`src/rtl/serial_add_ctrl.sv`:
```
// serial_add_ctrl: runs a WIDTH-bit add through one registered 1-bit full-adder cell, bits LSB first.
// Latency: 2*WIDTH+1 edges from accept to the done cycle; a new operation can start in the done cycle.
// Backpressure: none. start is sampled only while idle; start while busy is dropped, not queued.

// simple_adder: 1-bit full adder with registered inputs and registered outputs.
// Inputs driven in cycle T are captured at the end of T. The result is captured at the end of T+1.
// No flow control. The cell is free-running on every clock.
module simple_adder (
  input  logic clock,
  input  logic reset,
  input  logic a_i,
  input  logic b_i,
  input  logic cin_i,
  output logic sum_o,
  output logic cout_o
);

  logic a_q, b_q, c_q;
  logic sum_q, cout_q;

  // Input stage and result stage; both are cleared by the shared reset.
  always_ff @(posedge clock) begin
    if (reset) begin
      a_q    <= 1'b0;
      b_q    <= 1'b0;
      c_q    <= 1'b0;
      sum_q  <= 1'b0;
      cout_q <= 1'b0;
    end else begin
      a_q    <= a_i;
      b_q    <= b_i;
      c_q    <= cin_i;
      sum_q  <= a_q ^ b_q ^ c_q;
      cout_q <= (a_q & b_q) | (a_q & c_q) | (b_q & c_q);
    end
  end

  assign sum_o  = sum_q;
  assign cout_o = cout_q;

endmodule

module serial_add_ctrl #(
  parameter int WIDTH = 8
) (
  input  logic             clock,
  input  logic             reset,
  input  logic             start,
  input  logic [WIDTH-1:0] a,
  input  logic [WIDTH-1:0] b,
  input  logic             cin,
  output logic             busy,
  output logic             done,
  output logic [WIDTH-1:0] sum,
  output logic             cout
);

  // The bit index needs at least one bit, even when WIDTH is 1.
  localparam int IW = (WIDTH > 1) ? $clog2(WIDTH) : 1;
  localparam logic [IW-1:0] LAST_IDX = IW'(WIDTH - 1);

  typedef enum logic [1:0] {
    IDLE   = 2'd0,
    RUN    = 2'd1,
    FINISH = 2'd2
  } state_t;

  state_t           state_q;
  logic [WIDTH-1:0] a_q;
  logic [WIDTH-1:0] b_q;
  logic             carry_q;
  logic [IW-1:0]    idx_q;
  logic             phase_q;
  logic [WIDTH-1:0] shadow_q;
  logic [WIDTH-1:0] sum_q;
  logic             cout_q;
  logic             busy_q;
  logic             done_q;

  logic             cell_a_d;
  logic             cell_b_d;
  logic             cell_c_d;
  logic             cell_sum;
  logic             cell_cout;
  logic [WIDTH-1:0] sum_d;

  // The cell sees operand bits only in drive cycles. Gap cycles feed zeros so the
  // cell's outputs are deterministic, but those outputs are never used. Bit 0 takes
  // the captured carry-in. Later bits take the cell's carry, which holds bit i-1's
  // result during bit i's drive cycle.
  always_comb begin
    cell_a_d = 1'b0;
    cell_b_d = 1'b0;
    cell_c_d = 1'b0;
    if (state_q == RUN && !phase_q) begin
      cell_a_d = a_q[idx_q];
      cell_b_d = b_q[idx_q];
      cell_c_d = (idx_q == '0) ? carry_q : cell_cout;
    end
  end

  simple_adder u_cell (
    .clock  (clock),
    .reset  (reset),
    .a_i    (cell_a_d),
    .b_i    (cell_b_d),
    .cin_i  (cell_c_d),
    .sum_o  (cell_sum),
    .cout_o (cell_cout)
  );

  // Final result: lower bits come from the shadow register, and the top bit comes
  // straight from the cell during FINISH.
  always_comb begin
    sum_d            = shadow_q;
    sum_d[WIDTH-1]   = cell_sum;
  end

  // Sequencer: accept, per-bit drive/gap cadence, result load and done pulse.
  always_ff @(posedge clock) begin
    if (reset) begin
      state_q  <= IDLE;
      a_q      <= '0;
      b_q      <= '0;
      carry_q  <= 1'b0;
      idx_q    <= '0;
      phase_q  <= 1'b0;
      shadow_q <= '0;
      sum_q    <= '0;
      cout_q   <= 1'b0;
      busy_q   <= 1'b0;
      done_q   <= 1'b0;
    end else begin
      done_q <= 1'b0;
      case (state_q)
        IDLE: begin
          if (start) begin
            a_q     <= a;
            b_q     <= b;
            carry_q <= cin;
            idx_q   <= '0;
            phase_q <= 1'b0;
            busy_q  <= 1'b1;
            state_q <= RUN;
          end
        end
        RUN: begin
          if (!phase_q) begin
            // During bit i's drive cycle, the cell output holds bit i-1's sum.
            if (idx_q != '0) begin
              shadow_q[idx_q - 1'b1] <= cell_sum;
            end
            phase_q <= 1'b1;
          end else begin
            phase_q <= 1'b0;
            if (idx_q == LAST_IDX) begin
              state_q <= FINISH;
            end else begin
              idx_q <= idx_q + 1'b1;
            end
          end
        end
        FINISH: begin
          sum_q   <= sum_d;
          cout_q  <= cell_cout;
          done_q  <= 1'b1;
          busy_q  <= 1'b0;
          state_q <= IDLE;
        end
        default: begin
          busy_q  <= 1'b0;
          state_q <= IDLE;
        end
      endcase
    end
  end

  assign busy = busy_q;
  assign done = done_q;
  assign sum  = sum_q;
  assign cout = cout_q;

endmodule

```
`config.mk`:
```
export PLATFORM = sky130hd
export DESIGN_NAME = serial_add_ctrl
export DESIGN_NICKNAME = d
export VERILOG_FILES = /design/src/rtl/serial_add_ctrl.sv
export SDC_FILE = /design/constraint.sdc
export NUM_CORES = 1
export LEC_CHECK = 0
export BUFFER_PORTS_ARGS = -buffer_cell sky130_fd_sc_hd__buf_4
export CAP_MARGIN = 20
export CELL_PAD_IN_SITES_DETAIL_PLACEMENT = 0
export CELL_PAD_IN_SITES_GLOBAL_PLACEMENT = 1
export CORE_MARGIN = 2
export CORE_UTILIZATION = 45
export DETAILED_ROUTE_END_ITERATION = 10
export HOLD_SLACK_MARGIN = 0.05
export PLACE_DENSITY_LB_ADDON = 0.1
export SLEW_MARGIN = 0
export SYNTH_ARGS = -nofsm -noshare
export SYNTH_HDL_FRONTEND = slang
export SYNTH_HIERARCHICAL = 1
export SYNTH_SLANG_ARGS = --single-unit
export TNS_END_PERCENT = 30
```
`constraint.sdc`:
```
create_clock -name clock -period 3.6 [get_ports clock]
set_clock_uncertainty 0.2 [all_clocks]
set_input_delay 0.72 -clock clock [delete_from_list [all_inputs] [get_ports clock]]
set_output_delay 0.72 -clock clock [all_outputs]
set_load 0.005 [all_outputs]
```
**After elaboration in Yosys (flattened, before gate mapping)**

Cells that the tools add are included.

- Flip-flop bits (word level): 47
- Bits in latches: 0
- RAM bits: 0
- Memory bits (read-only): 0
- Output and inout bits: 11
- Word-level logic and storage cells: 74
- Memories kept: 0

- Add/sub/neg operators: 2
- Multiply operators: 0
- Div/mod/pow operators: 0
- Magnitude comparators: 3
- Equality and inequality tests: 7
- Shift operators: 0
- Mux-type cells: 22
- Bitwise operators: 10
- Reduce and logical (&&, ||, !) cells: 14

Operators with widths:

| operator | count |
|---|---|
| $mux 3 | 3 |
| $bwmux 8 | 1 |
| $lt 3x4->1 const B | 2 |
| $mux 1 | 8 |
| $bmux 1 s3 | 2 |
| $mux 2 | 3 |
| $ne 2x2->1 const B | 3 |
| $pmux 3 s2 | 1 |
| $reduce_and 2->1 | 3 |
| $reduce_and 3->1 | 2 |
| $pmux 1 s2 | 2 |
| $pmux 2 s2 | 1 |
| $reduce_and 4->1 | 1 |
| $add 3x1->3 const B | 1 |
| $and 1x1->1 | 3 |
| $demux 1 s3 | 1 |
| $eq 3x3->1 const B | 1 |
| $ge 3x1->1 const B | 1 |
| $logic_not 3->1 | 1 |
| $not 1->1 | 3 |
| $reduce_bool 3->1 | 1 |
| $sub 3x1->3 const B | 1 |
| $eq 2x1->1 const B | 1 |
| $eq 2x2->1 const B | 1 |
| other kinds (8) | 11 |

**Depth between registers and ports, before layout**

Gate-level depths: netlist of the first run.

- Word-level depth: 6
- Gate-level depth with buffers: 7

**Cells and area by module**

Netlist of the first run, hierarchy kept.

By module, submodules not included:

| module | times used | cells an instance | area an instance (µm²) |
|---|---|---|---|
| serial_add_ctrl | 1 | 207 | 1799.2 |
| simple_adder | 1 | 11 | 151.4 |

**Worst setup path after synthesis of the first run**

OpenSTA, ideal clock, no wires.

- Path type: register -> register
- Start point: register idx_q[0]
- End point: register u_cell.c_q
- Data arrival time: 1.535 ns
- Slack: 1.751 ns
- Cell stages (with the launch flop): 8
- Path buffers: 1
- Clock period less this slack: 1.849 ns
- Path through: dfxtp_1 > buf_2 > inv_1 > ha_1 > nor2b_1 > mux2i_1 > nor2_1 > nor2b_1

- Longest elaborated chain between the ends: 2

RTL lines:

| item | RTL line | RTL |
|---|---|---|
| from (decl) | 72 | `logic [IW-1:0] idx_q;` |
| from (signal assigned) | 159 | `idx_q <= idx_q + 1'b1;` |
| $logic_not 3->1 | 98 | `cell_c_d = (idx_q == '0) ? carry_q : cell_cout;` |
| $mux 1 | 98 |  |
| to (signal assigned) | 32 | `c_q <= cin_i;` |
| to (decl) | 18 | `logic a_q, b_q, c_q;` |

Every way passes these cells.
A chain may end at the register's enable or synchronous reset.

**Final worst setup path of the first run**

- Start point: register idx_q[0]
- End point: register shadow_q[4]

- Longest elaborated chain between the ends: 6
- Elaborated cells between the ends (all ways): 9

RTL lines:

| item | RTL line | RTL |
|---|---|---|
| $sub 3x1->3 | 151 | `shadow_q[idx_q - 1'b1] <= cell_sum;` |
| $lt 3x4->1 (implied by the code) or $ge 3x1->1 (tied branches) | 151 |  |
| $logic_and 1x1->1 (implied by the code) | 151 |  |
| $mux 1 (implied by the code) | 151 |  |
| $demux 1 s3 | 151 |  |
| $bwmux 8 | 151 |  |
| to (signal, indexed assignment) | 151 |  |
| to (decl) | 74 | `logic [WIDTH-1:0] shadow_q;` |

Parallel ways exist; a longest one is shown, timed or not.

==> load_flow_metrics.sql, run 1 <==
INSERT INTO impl_metrics (metric_group, metric, value, unit) VALUES
('status', 'result_of_the_run', 'finished, final reports clean', ''),
('global_route', 'grt_first_pass_wirelength', '6037', 'um'),
('placed_design', 'placement.cell_area', '2168', 'um2'),
('yosys', 'synth_async_sr_flop_share', '0', ''),
('die', 'die_width', '69.84', 'um'),
('yosys', 'seq_area_frac_synth', '0.4721', ''),
('yosys', 'synth_area_per_cell', '8.948', 'um2'),
('cells_and_area', 'postLayoutCellArea', '2311', 'um2'),
('cells_and_area', 'ant_diodes', '0', ''),
('placed_design', 'place.detailed.hpwl', '2510', 'um'),
('yosys', 'netlist_instances', '218', ''),
('yosys', 'postSynthNetCount', '243', ''),
('critical_path', 'setup.worst_path.end_class', 'flop', ''),
('sta', 'max-slew-margin-rel', '0.2976', ''),
('cts', 'cts_h_tree_depth', '2', ''),
('sta', 'fin_crit_share', '0.5829', ''),
('cells_and_area', 'final_nets', '267', ''),
('critical_path', 'r2r_slack', '1.50', 'ns'),
('power_and_ir_drop', 'worst_ir_drop_vdd', '0.2776', 'mV'),
('cts', 'cts_num_sinks', '46', ''),
('power_and_ir_drop', 'cellPowerDensity', '462.4', 'nW/um2'),
('worst_hold_path', 'min_from', 'a_q[2]', ''),
('sta', 'worst_pin_slew', '1.050', 'ns'),
('global_route', 'grt.overflow.total', '0', ''),
('routing', 'via_count', '1509', ''),
('sta', 'fmax', '476.5', 'MHz'),
('cts', 'path_clk_slew', '0.09', 'ns'),
('critical_path', 'worst_r2r_startpoint', 'idx_q[0]', ''),
('die', 'ios', '31', ''),
('routing', 'drt_first_iter_violations', '78', ''),
('global_route', 'pin_count_of_the_biggest_net_entering_global_routing', '49', ''),
('die', 'fp.coreArea', '4086', 'um2'),
('cts', 'numCtsBuffers', '5', ''),
('cts', 'tritoncts', 'done', ''),
('run', 'maxCapViolCount', '0', ''),
('yosys', 'synthesis.area', '1951', 'um2'),
('yosys', 'synth.ff_latch_count', '46', ''),
('yosys', 'commonest_register_cell_after_synthesis', 'sky130_fd_sc_hd__dfxtp_1', ''),
('worst_hold_path', 'worstHoldEndpoint', 'a_q[2]', ''),
('routing', 'drc', '0', ''),
('sta', 'hold_viol_final', '0', ''),
('yosys', 'ys_warnings', '6', ''),
('die', 'floorplan.initialDensity', '0.4773', ''),
('die', 'fp.dieH', '69.84', 'um'),
('sta', 'post-route-min-period', '2.099', 'ns'),
('sta', 'final-max-slew-violation-count', '0', ''),
('global_route', 'combined_global_route_utilization_of_all_metal_layers', '0.1533', ''),
('cells_and_area', 'layout-drive-gt1-share', '0.1852', ''),
('routing', 'antenna_left', '0', ''),
('critical_path', 'worst_setup_path_start_kind', 'flop', ''),
('worst_hold_path', 'hold_path_depth', '2', ''),
('critical_path', 'reg2regPathDepth', '6', ''),
('sta', 'timing.setup.tns', '0', 'ns'),
('routing', 'total_detailed_routing_wirelength', '3615', 'um'),
('critical_path', 'cp.required', '3.59', 'ns'),
('critical_path', 'critical_path_peak_fanout', '9', ''),
('die', 'std_cell_rows', '23', ''),
('critical_path', 'worst-setup-path-type', 'flop to flop', ''),
('cts', 'buffers_inserted_during_post_cts_setup_optimization', '0', ''),
('critical_path', 'crit_arrival', '2.09', 'ns'),
('placed_design', 'io_buffers', '30', ''),
('cells_and_area', 'flow.area_growth_from_synthesis', '18.47', '%'),
('placed_design', 'gpl.final_weighted_congestion', '0.7481', ''),
('critical_path', 'cp_cell_sequence', 'inv_1, ha_1, nor2b_1, nor3_4, nand3_1, mux2i_1', ''),
('global_route', 'antenna_found_initial', '0', ''),
('cts', 'clock_tree.root_cell', 'sky130_fd_sc_hd__clkbuf_8', ''),
('critical_path', 'biggest_cell_delay_along_the_critical_path', '0.65', 'ns'),
('global_route', 'first_global_vias', '1379', ''),
('routing', 'number_of_vias_per_cell_after_detailed_routing', '5.150', ''),
('yosys', 'synth-edff-count', '0', ''),
('sta', 'setup-violations-final', '0', ''),
('critical_path', 'timing.critical_path.slowest_stage_cell', 'sky130_fd_sc_hd__dfxtp_1', ''),
('cts', 'post_cts.resized_instances', '0', ''),
('worst_hold_path', 'min-delay-path-class', 'flop to flop', ''),
('die', 'dieArea', '4878', 'um2'),
('cts', 'cts-hold-fix-buffers', '0', ''),
('routing', 'detail_route.wl_per_cell', '12.34', 'um'),
('cts', 'worstSkewPairLatency', '0.30', 'ns'),
('yosys', 'synth_cell_type_count', '29', ''),
('critical_path', 'regToRegEndpoint', 'shadow_q[4]', ''),
('power_and_ir_drop', 'p_leak', '0.9301', 'nW'),
('cts', 'cts_buffer_depth', '2', ''),
('routing', '1st_pass_router_iterations', '4', ''),
('sta', 'rsz0062_at_grt', 'false', '');
cells by family after synthesis:
kind of cell             after synthesis  synth area share
AO/OA/AOI/OAI                         34           0.09301
multiplexers                          15            0.1026
AND/OR/NAND/NOR                      100            0.2457
buffers and inverters                 16           0.04169
adder cells (fa/ha/maj)                5           0.03592
flip-flops                            46            0.4721
XOR/XNOR                               2          0.008982
worst max-delay path, delay by kind of cell (launching register included):
family | cells | cell delay [ns]
adder cells (fa/ha/maj) | 1 | 0.25
buffers and inverters | 1 | 0.22
flip-flops | 1 | 0.65
multiplexers | 1 | 0.13
AND/OR/NAND/NOR | 3 | 0.54
sequential cells by signal, indices dropped and copies added, names as in the netlist, 2 cells and up:
register,cells
idx_q,3
state_q,2
a_q,8
b_q,8
sum,8
shadow_q,7
placed cells by master, fill, tap and decap left out, types with 5 or more instances in the layout:
master	netlist	final
sky130_fd_sc_hd__a21oi_1	29	29
sky130_fd_sc_hd__buf_4	0	30
sky130_fd_sc_hd__clkbuf_8	0	6
sky130_fd_sc_hd__dfxtp_1	46	46
sky130_fd_sc_hd__mux2i_1	11	11
sky130_fd_sc_hd__nand2_1	59	59
sky130_fd_sc_hd__nand2b_1	12	12
sky130_fd_sc_hd__nand3_1	5	5
sky130_fd_sc_hd__nor2_1	9	9
sky130_fd_sc_hd__nor2b_1	6	6
metal layers:
layer  vias up  global-route usage  share of wire
met5         -                   0              0
li1        768                   -              -
met3         6             0.04360          0.041
met4         0             0.06410          0.016
met1       707              0.1971           0.48
met2        28              0.2413           0.46
metrics by stage:
step / worst slack (ns) / hold slack [ns] / power [mW] / std cells / util
finish: 1.501 / 0.2543 / 1.069 / 293 / 0.5655
global route: 1.355 / 0.2773 / 1.103 / 293 / 0.5655
CTS: 1.476 / 0.2569 / 1.076 / 293 / 0.5655
detailed placement: 1.291 / 0.2453 / 0.6151 / 285 / 0.5306
global placement: 1.409 / 0.2411 / 0.6122 / 285 / 0.5306
floorplan: 1.751 / 0.2312 / 0.5895 / 218 / -
final cells by class:
type | count | area (um2)
Timing Repair Buffer | 30 | 225.2
Fill cell | 375 | 1775
Clock buffer | 6 | 82.58
Inverter | 3 | 11.26
Sequential cell | 46 | 920.9
Multi-Input combinational cell | 156 | 948.4
Clock inverter | 2 | 60.06
Tap cell | 50 | 62.56
worst max-delay path by stage:
stage / startpoint / to / slack [ns] / depth (start not counted)
after floorplan: idx_q[0] / u_cell/c_q / 1.75 / 7
after global placement: start / b_q[7] / 1.41 / 5
after detailed placement: start / a_q[1] / 1.29 / 5
after CTS: idx_q[0] / shadow_q[4] / 1.48 / 6
after global routing: idx_q[0] / shadow_q[4] / 1.36 / 6
final: idx_q[0] / shadow_q[4] / 1.50 / 6
Yosys cell counts (2+ instances only):
master                     count  area share
sky130_fd_sc_hd__nand2_1      59        0.11
sky130_fd_sc_hd__dfxtp_1      46        0.47
sky130_fd_sc_hd__a21oi_1      29       0.074
sky130_fd_sc_hd__nand2b_1     12       0.038
sky130_fd_sc_hd__mux2i_1      11       0.056
sky130_fd_sc_hd__nor2_1        9       0.017
sky130_fd_sc_hd__clkbuf_1      6       0.012
sky130_fd_sc_hd__nor2b_1       6       0.019
sky130_fd_sc_hd__buf_2         5       0.013
sky130_fd_sc_hd__nand3_1       5       0.013
sky130_fd_sc_hd__ha_1          4       0.026
sky130_fd_sc_hd__mux4_2        4       0.046
sky130_fd_sc_hd__inv_1         3      0.0058
sky130_fd_sc_hd__buf_6         2       0.012
sky130_fd_sc_hd__nand3b_1      2      0.0077
sky130_fd_sc_hd__nor3_4        2       0.017
where the power goes:
part,total [mW],internal [mW],switching (mW)
registers,0.532,0.523,0.00977
clock network,0.466,0.296,0.170
logic,0.0700,0.0344,0.0356
No activity file was read; power rests on OpenSTA's default activity.
==> inputs of run 2 (changes only) <==
Settings changed: CORE_UTILIZATION 45 to 42.
Clock period 3.6 ns to 2.2 ns, I/O delays scaled along.
==> run 2 against run 1 <==
Effect of this change: non-clock buffer count is 3 higher; first-iteration DRC count stayed put; critical path depth stayed put; routed wire length is 2.3% lower; final area is 1.8% lower; global-route usage hardly changed; count of clock-buffer cells in the layout is 1 higher; flip-flop and latch count stayed put; worst setup slack worse by 1.2 ns; via count is 4.8% lower; register-to-register slack worse by 1.2 ns; critical endpoint is now u_cell/c_q; largest power group unchanged; highest routed layer unchanged.
==> load_flow_metrics.sql, run 2 (synthesis results as in run 1) <==
INSERT INTO impl_metrics (metric_group, metric, value, unit) VALUES
('power_and_ir_drop', 'p_leak', '0.9122', 'nW'),
('critical_path', 'regToRegEndpoint', 'u_cell/c_q', ''),
('die', 'die_width', '72.15', 'um'),
('sta', 'setup-violations-final', '0', ''),
('power_and_ir_drop', 'fin_total_pwr', '1.456', 'mW'),
('critical_path', 'cp.required', '2.17', 'ns'),
('cts', 'tritoncts', 'done', ''),
('die', 'ios', '31', ''),
('routing', 'number_of_vias_per_cell_after_detailed_routing', '4.838', ''),
('placed_design', 'pre_cts_ws', '0.3074', 'ns'),
('sta', 'fin_crit_share', '0.8528', ''),
('routing', 'detail_route.wl_per_cell', '11.89', 'um'),
('routing', '1st_pass_router_iterations', '4', ''),
('sta', 'hold_viol_final', '0', ''),
('cts', 'post_cts.resized_instances', '0', ''),
('cts', 'buffers_inserted_during_post_cts_setup_optimization', '0', ''),
('placed_design', 'place.detailed.hpwl', '2635', 'um'),
('cells_and_area', 'final_standard_cell_utilization_of_the_core', '0.5142', ''),
('die', 'dieArea', '5206', 'um2'),
('die', 'fp.dieH', '72.15', 'um'),
('critical_path', 'worst-setup-path-type', 'flop to flop', ''),
('sta', 'max-slew-margin-rel', '0.6747', ''),
('power_and_ir_drop', 'worst_ir_drop_vdd', '0.3911', 'mV'),
('cts', 'cts_buffer_depth', '2', ''),
('cells_and_area', 'ant_diodes', '0', ''),
('cts', 'cts_num_sinks', '46', ''),
('cells_and_area', 'layout-drive-gt1-share', '0.1837', ''),
('sta', 'rsz0062_at_grt', 'false', ''),
('critical_path', 'cp_cell_sequence', 'inv_1, ha_1, nor2b_1, mux2i_1, nor2_1, nor2b_1', ''),
('run', 'maxCapViolCount', '0', ''),
('worst_hold_path', 'min_from', 'b[4]', ''),
('routing', 'antenna_left', '0', ''),
('critical_path', 'path_buf_inv', '1', ''),
('sta', 'fmax', '533.0', 'MHz'),
('critical_path', 'critical_path_peak_fanout', '5', ''),
('worst_hold_path', 'worstHoldEndpoint', 'b_q[4]', ''),
('critical_path', 'timing.critical_path.slowest_stage_cell', 'sky130_fd_sc_hd__nor2b_1', ''),
('global_route', 'grt_first_pass_wirelength', '6189', 'um'),
('cells_and_area', 'multi_input_area', '948.4', 'um2'),
('critical_path', 'startpoint', 'idx_q[0]', ''),
('sta', 'timing.setup.tns', '0', 'ns'),
('sta', 'final_critical_path_setup_slack', '0.3239', 'ns'),
('cells_and_area', 'flow.area_growth_from_synthesis', '16.36', '%'),
('die', 'fp.coreArea', '4414', 'um2'),
('cts', 'path_clk_slew', '0.08', 'ns'),
('placed_design', 'io_buffers', '30', ''),
('cts', 'numCtsBuffers', '5', ''),
('global_route', 'combined_global_route_utilization_of_all_metal_layers', '0.1536', ''),
('cells_and_area', 'mostFrequentLayoutCells', 'sky130_fd_sc_hd__nand2_1, sky130_fd_sc_hd__dfxtp_1, sky130_fd_sc_hd__buf_4', ''),
('cells_and_area', 'filler_cell_count', '448', ''),
('global_route', 'pin_count_of_the_biggest_net_entering_global_routing', '32', ''),
('cells_and_area', 'area.sequential', '920.9', 'um2'),
('routing', 'total_detailed_routing_wirelength', '3532', 'um'),
('cells_and_area', 'layout.cells.most_common', 'sky130_fd_sc_hd__nand2_1', ''),
('routing', 'drc', '0', ''),
('cells_and_area', 'finalNonFillerCells', '297', ''),
('sta', 'final-max-slew-violation-count', '0', ''),
('critical_path', 'r2r_slack', '0.32', 'ns'),
('power_and_ir_drop', 'cellPowerDensity', '641.6', 'nW/um2'),
('placed_design', 'gpl.final_weighted_congestion', '0.7226', ''),
('global_route', 'first_global_vias', '1324', ''),
('cts', 'clock_tree.root_cell', 'sky130_fd_sc_hd__clkbuf_8', ''),
('die', 'std_cell_rows', '24', ''),
('critical_path', 'crit_arrival', '1.85', 'ns'),
('critical_path', 'crit_path_frequent_cell', 'sky130_fd_sc_hd__nor2b_1', ''),
('worst_hold_path', 'hold_path_depth', '3', ''),
('sta', 'post-route-min-period', '1.876', 'ns'),
('global_route', 'grt.overflow.total', '0', ''),
('critical_path', 'reg2regPathDepth', '6', ''),
('placed_design', 'dp_cells', '290', ''),
('cells_and_area', 'final_nets', '270', ''),
('worst_hold_path', 'min-delay-path-class', 'input port to flop', ''),
('status', 'result_of_the_run', 'finished, final reports clean', ''),
('critical_path', 'biggest_cell_delay_along_the_critical_path', '0.41', 'ns'),
('critical_path', 'path_delay_family', 'simple AND/OR/NAND/NOR gates', ''),
('cts', 'worstSkewPairLatency', '0.29', 'ns'),
('sta', 'worst_pin_slew', '0.4869', 'ns'),
('critical_path', 'setup.worst_path.end_class', 'flop', ''),
('critical_path', 'worst_r2r_startpoint', 'idx_q[0]', ''),
('routing', 'drt_first_iter_violations', '78', ''),
('cts', 'cts_h_tree_depth', '2', ''),
('cts', 'cts-hold-fix-buffers', '0', ''),
('die', 'floorplan.initialDensity', '0.4419', ''),
('routing', 'via_count', '1437', ''),
('global_route', 'antenna_found_initial', '0', ''),
('critical_path', 'worst_setup_path_start_kind', 'flop', '');
run 2: cell types whose count changed in the layout (fill, tap and decap cells not counted):
| cell | change |
|---|---|
| sky130_fd_sc_hd__clkbuf_8 | -1 |
| sky130_fd_sc_hd__buf_4 | +3 |
| sky130_fd_sc_hd__clkbuf_1 | +2 |
| sky130_fd_sc_hd__bufinv_16 | -2 |
run 2: layout make-up:
class | count | area share
sequential | 46 | 0.4057
clock buffer | 7 | 0.03363
tap | 52 | 0.02867
inverter | 3 | 0.004961
multi-input combinational | 156 | 0.4179
timing repair buffer | 33 | 0.1092
run 2: metrics by stage:
stage / hold slack [ns] / cell area, um2
6_report: 0.1906 / 2270
3_3_place_gp: 0.2413 / 2193
5_1_grt: 0.1769 / 2270
2_1_floorplan: 0.2312 / 1951
3_5_place_dp: 0.2474 / 2193
4_1_cts: 0.1831 / 2270
run 2: how the worst max path moves through the flow:
stage / to / cells past startpoint
floorplan: u_cell/c_q / 7
global placement: u_cell/b_q / 5
detailed placement: u_cell/b_q / 5
CTS: u_cell/b_q / 5
global route: shadow_q[4] / 6
finish: u_cell/c_q / 6
run 2: power by group:
| part | total [mW] | switching [mW] | internal [mW] |
|---|---|---|---|
| Combinational | 0.119 | 0.0600 | 0.0594 |
| Sequential | 0.870 | 0.0148 | 0.856 |
| Clock | 0.467 | 0.248 | 0.219 |
| Total | 1.46 | 0.323 | 1.13 |
run 2: worst reg2reg max path, cell delays in order, from the launching register on:
cell                      delay [ns]
sky130_fd_sc_hd__dfxtp_1        0.38
sky130_fd_sc_hd__inv_1          0.18
sky130_fd_sc_hd__ha_1           0.16
sky130_fd_sc_hd__nor2b_1        0.41
sky130_fd_sc_hd__mux2i_1        0.24
sky130_fd_sc_hd__nor2_1         0.05
sky130_fd_sc_hd__nor2b_1        0.13
run 2: per-layer routing:
| metal | vias to the layer above | track usage | share of wire |
|---|---|---|---|
| li1 | 772 | - | - |
| met1 | 636 | 0.2241 | 0.54 |
| met2 | 25 | 0.2171 | 0.41 |
| met3 | 4 | 0.05000 | 0.037 |
| met4 | 0 | 0.04403 | 0.0099 |
| met5 | - | 0 | 0 |
==> inputs of run 3 (changes only) <==
--- a/config.mk
+++ b/config.mk
@@ -7,2 +7,3 @@
 export LEC_CHECK = 0
+export ABC_AREA = 1
 export BUFFER_PORTS_ARGS = -buffer_cell sky130_fd_sc_hd__buf_4
@@ -12,3 +13,3 @@
 export CORE_MARGIN = 2
-export CORE_UTILIZATION = 42
+export CORE_UTILIZATION = 40
 export DETAILED_ROUTE_END_ITERATION = 10
==> constraint.sdc (replaced) <==
create_clock -name clock -period 2.2 [get_ports clock]
set_clock_uncertainty 0.2 [all_clocks]
set_input_delay 0.22 -clock clock [delete_from_list [all_inputs] [get_ports clock]]
set_output_delay 0.22 -clock clock [all_outputs]
set_load 0.005 [all_outputs]
==> run 3 against run 2 <==
Effect of this change: clock power increased by 27%; flip-flop and latch count unchanged; final cell count increased by 33%; area after synthesis increased by 1.7%; global-route usage increased by 1.2 points; sequential power increased by 3.0%; critical path depth increased by 2; fmax increased by 2.7%; hold slack got worse by 0.040 ns; sequential share of layout area decreased by 4.8 points; worst setup slack improved by 0.050 ns.
==> load_flow_metrics.sql, run 3 <==
INSERT INTO impl_metrics (metric_group, metric, value, unit) VALUES
('status', 'result_of_the_run', 'finished, final reports clean', ''),
('yosys', 'synth_area_per_cell', '7.164', 'um2'),
('cts', 'numCtsBuffers', '5', ''),
('critical_path', 'crit_cells', '8', ''),
('sta', 'timing.setup.tns', '0', 'ns'),
('yosys', 'ys_top_cells_by_count', 'sky130_fd_sc_hd__nor2_1, sky130_fd_sc_hd__dfxtp_1, sky130_fd_sc_hd__nand2_1', ''),
('sta', 'worst_pin_slew', '0.3297', 'ns'),
('global_route', 'first_global_vias', '1586', ''),
('critical_path', 'cp.required', '2.20', 'ns'),
('power_and_ir_drop', 'p_leak', '1.153', 'nW'),
('worst_hold_path', 'min_from', 'start', ''),
('critical_path', 'cp_cell_sequence', 'inv_1, ha_1, inv_1, nand3_1, nor2_1, nand3_1, nand2_1, nor2_1', ''),
('sta', 'max-slew-margin-rel', '0.7802', ''),
('worst_hold_path', 'min-delay-path-class', 'input port to flop', ''),
('cts', 'path_clk_slew', '0.08', 'ns'),
('sta', 'fmax', '547.6', 'MHz'),
('cells_and_area', 'layout-drive-gt1-share', '0.1733', ''),
('yosys', 'commonest_register_cell_after_synthesis', 'sky130_fd_sc_hd__dfxtp_1', ''),
('yosys', 'synth-edff-count', '0', ''),
('global_route', 'antenna_found_initial', '0', ''),
('critical_path', 'regToRegEndpoint', 'shadow_q[3]', ''),
('critical_path', 'setup.worst_path.end_class', 'flop', ''),
('critical_path', 'biggest_cell_delay_along_the_critical_path', '0.46', 'ns'),
('yosys', 'synth_async_sr_flop_share', '0', ''),
('yosys', 'postSynthNetCount', '302', ''),
('cells_and_area', 'mostFrequentLayoutCells', 'sky130_fd_sc_hd__nor2_1, sky130_fd_sc_hd__dfxtp_1, sky130_fd_sc_hd__nand2_1', ''),
('sta', 'rsz0062_at_grt', 'false', ''),
('die', 'die_width', '74.44', 'um'),
('cells_and_area', 'flow.area_growth_from_synthesis', '29.63', '%'),
('die', 'fp.dieH', '74.44', 'um'),
('sta', 'post-route-min-period', '1.826', 'ns'),
('die', 'fp.coreArea', '4755', 'um2'),
('yosys', 'synth.top_cells.by_area', 'sky130_fd_sc_hd__dfxtp_1, sky130_fd_sc_hd__nor2_1, sky130_fd_sc_hd__o21ai_0', ''),
('routing', 'number_of_vias_per_cell_after_detailed_routing', '4.548', ''),
('cts', 'cts_h_tree_depth', '2', ''),
('yosys', 'synth.ff_latch_count', '46', ''),
('worst_hold_path', 'hold_path_depth', '5', ''),
('cts', 'cts_buffer_depth', '2', ''),
('yosys', 'synth.most_common_cell', 'sky130_fd_sc_hd__nor2_1', ''),
('cells_and_area', 'area.sequential', '920.9', 'um2'),
('cts', 'cts_num_sinks', '46', ''),
('cells_and_area', 'filler_cell_count', '500', ''),
('critical_path', 'worst_setup_path_start_kind', 'flop', ''),
('cells_and_area', 'multi_input_area', '939.7', 'um2'),
('yosys', 'yosysTopAreaCell', 'sky130_fd_sc_hd__dfxtp_1', ''),
('cells_and_area', 'ant_diodes', '0', ''),
('power_and_ir_drop', 'worst_ir_drop_vdd', '0.3387', 'mV'),
('sta', 'hold_viol_final', '0', ''),
('cells_and_area', 'layout.cells.most_common', 'sky130_fd_sc_hd__nor2_1', ''),
('die', 'ios', '31', ''),
('critical_path', 'r2r_slack', '0.37', 'ns'),
('placed_design', 'place.detailed.hpwl', '2887', 'um'),
('sta', 'final-max-slew-violation-count', '0', ''),
('routing', 'detail_route.wl_per_cell', '10.73', 'um'),
('global_route', 'pin_count_of_the_biggest_net_entering_global_routing', '37', ''),
('cts', 'worstSkewPairLatency', '0.30', 'ns'),
('routing', 'total_detailed_routing_wirelength', '4249', 'um'),
('yosys', 'netlist_instances', '277', ''),
('sta', 'setup-violations-final', '0', ''),
('placed_design', 'gpl.final_weighted_congestion', '0.7881', ''),
('critical_path', 'crit_arrival', '1.82', 'ns'),
('cells_and_area', 'final_standard_cell_utilization_of_the_core', '0.5411', ''),
('critical_path', 'worst-setup-path-type', 'flop to flop', ''),
('cts', 'tritoncts', 'done', ''),
('yosys', 'ys_warnings', '6', ''),
('critical_path', 'reg2regPathDepth', '8', ''),
('critical_path', 'critical_path_peak_fanout', '8', ''),
('worst_hold_path', 'worstHoldEndpoint', 'state_q[1]', ''),
('die', 'dieArea', '5541', 'um2'),
('cts', 'post_cts.resized_instances', '0', ''),
('cells_and_area', 'final_nets', '353', ''),
('routing', 'drc', '0', ''),
('run', 'maxCapViolCount', '0', ''),
('routing', '1st_pass_router_iterations', '4', ''),
('routing', 'via_count', '1801', ''),
('yosys', 'seq_area_frac_synth', '0.4641', ''),
('routing', 'drt_first_iter_violations', '33', ''),
('global_route', 'grt_first_pass_wirelength', '7093', 'um'),
('critical_path', 'timing.critical_path.slowest_stage_cell', 'sky130_fd_sc_hd__dfxtp_1', ''),
('power_and_ir_drop', 'fin_total_pwr', '1.743', 'mW'),
('die', 'floorplan.initialDensity', '0.4174', ''),
('routing', 'antenna_left', '0', ''),
('critical_path', 'path_delay_family', 'flip-flops', ''),
('global_route', 'grt.overflow.total', '0', ''),
('die', 'std_cell_rows', '25', ''),
('sta', 'fin_crit_share', '0.8301', ''),
('yosys', 'synth_largest_type_area_fraction', '0.4641', ''),
('global_route', 'combined_global_route_utilization_of_all_metal_layers', '0.1660', ''),
('critical_path', 'path_buf_inv', '2', ''),
('placed_design', 'io_buffers', '30', ''),
('critical_path', 'worst_r2r_startpoint', 'idx_q[1]', ''),
('power_and_ir_drop', 'cellPowerDensity', '677.6', 'nW/um2'),
('yosys', 'synthesis.area', '1984', 'um2'),
('cts', 'clock_tree.root_cell', 'sky130_fd_sc_hd__clkbuf_8', ''),
('yosys', 'synth_cell_type_count', '25', '');
[run 3: per-layer routing]
layer	share of wire	global-route usage
met1	0.53	0.2267
met2	0.42	0.2557
met3	0.033	0.04065
met4	0.015	0.05952
met5	0	0
[run 3: report_power, final]
part	switching, mW	leakage, nW	internal (mW)
Combinational	0.143	0.720	0.112
Clock	0.275	0.0575	0.317
Sequential	0.0251	0.375	0.871
Total	0.443	1.15	1.30
[run 3: layout make-up]
| cell class | count | share of cell area |
|---|---|---|
| flip-flops and latches | 46 | 0.3580 |
| multi-input cells | 203 | 0.3653 |
| inverters | 18 | 0.02626 |
| well taps | 67 | 0.03259 |
| repair buffers | 54 | 0.1751 |
| clock buffers | 8 | 0.04280 |
[run 3: how the worst max path moves through the flow]
| stage | start | to | slack (ns) |
|---|---|---|---|
| after floorplan | idx_q[0] | shadow_q[2] | 0.46 |
| after global placement | idx_q[1] | shadow_q[3] | 0.46 |
| after detailed placement | idx_q[1] | shadow_q[3] | 0.39 |
| after CTS | idx_q[1] | shadow_q[3] | 0.37 |
| after global routing | idx_q[1] | shadow_q[3] | 0.23 |
| final | idx_q[1] | shadow_q[3] | 0.37 |
[run 3: per-stage QoR]
stage	std cells	cell area, um2	setup slack (ns)	hold slack, ns
after floorplan	277	1984	0.4550	0.08907
after global placement	370	2282	0.4581	0.2554
after detailed placement	370	2282	0.3900	0.2716
after CTS	396	2572	0.3700	0.1432
after global routing	396	2572	0.2294	0.1626
final	396	2572	0.3737	0.1503
[run 3: worst register-to-register path, stage by stage, from the launching register on]
cell	delay (ns)
sky130_fd_sc_hd__dfxtp_1	0.46
sky130_fd_sc_hd__inv_1	0.17
sky130_fd_sc_hd__ha_1	0.37
sky130_fd_sc_hd__inv_1	0.09
sky130_fd_sc_hd__nand3_1	0.10
sky130_fd_sc_hd__nor2_1	0.14
sky130_fd_sc_hd__nand3_1	0.09
sky130_fd_sc_hd__nand2_1	0.07
sky130_fd_sc_hd__nor2_1	0.04
[run 3: repair_timing]
| item | in CTS | in global routing |
|---|---|---|
| hold buffers | 18 | 0 |
| buffers inserted | 0 | 0 |
| endpoints found under the hold margin | 27 | 0 |
| setup endpoints to repair | 0 | 0 |
[run 3: cells by family after synthesis]
logic type / Yosys count / share of synthesized area
DFF: 46 / 0.4641
and+or+nand+nor: 150 / 0.3165
AOI/OAI and AO/OA: 48 / 0.1217
adders and majority gates: 5 / 0.03531
buffers and inverters: 28 / 0.06242
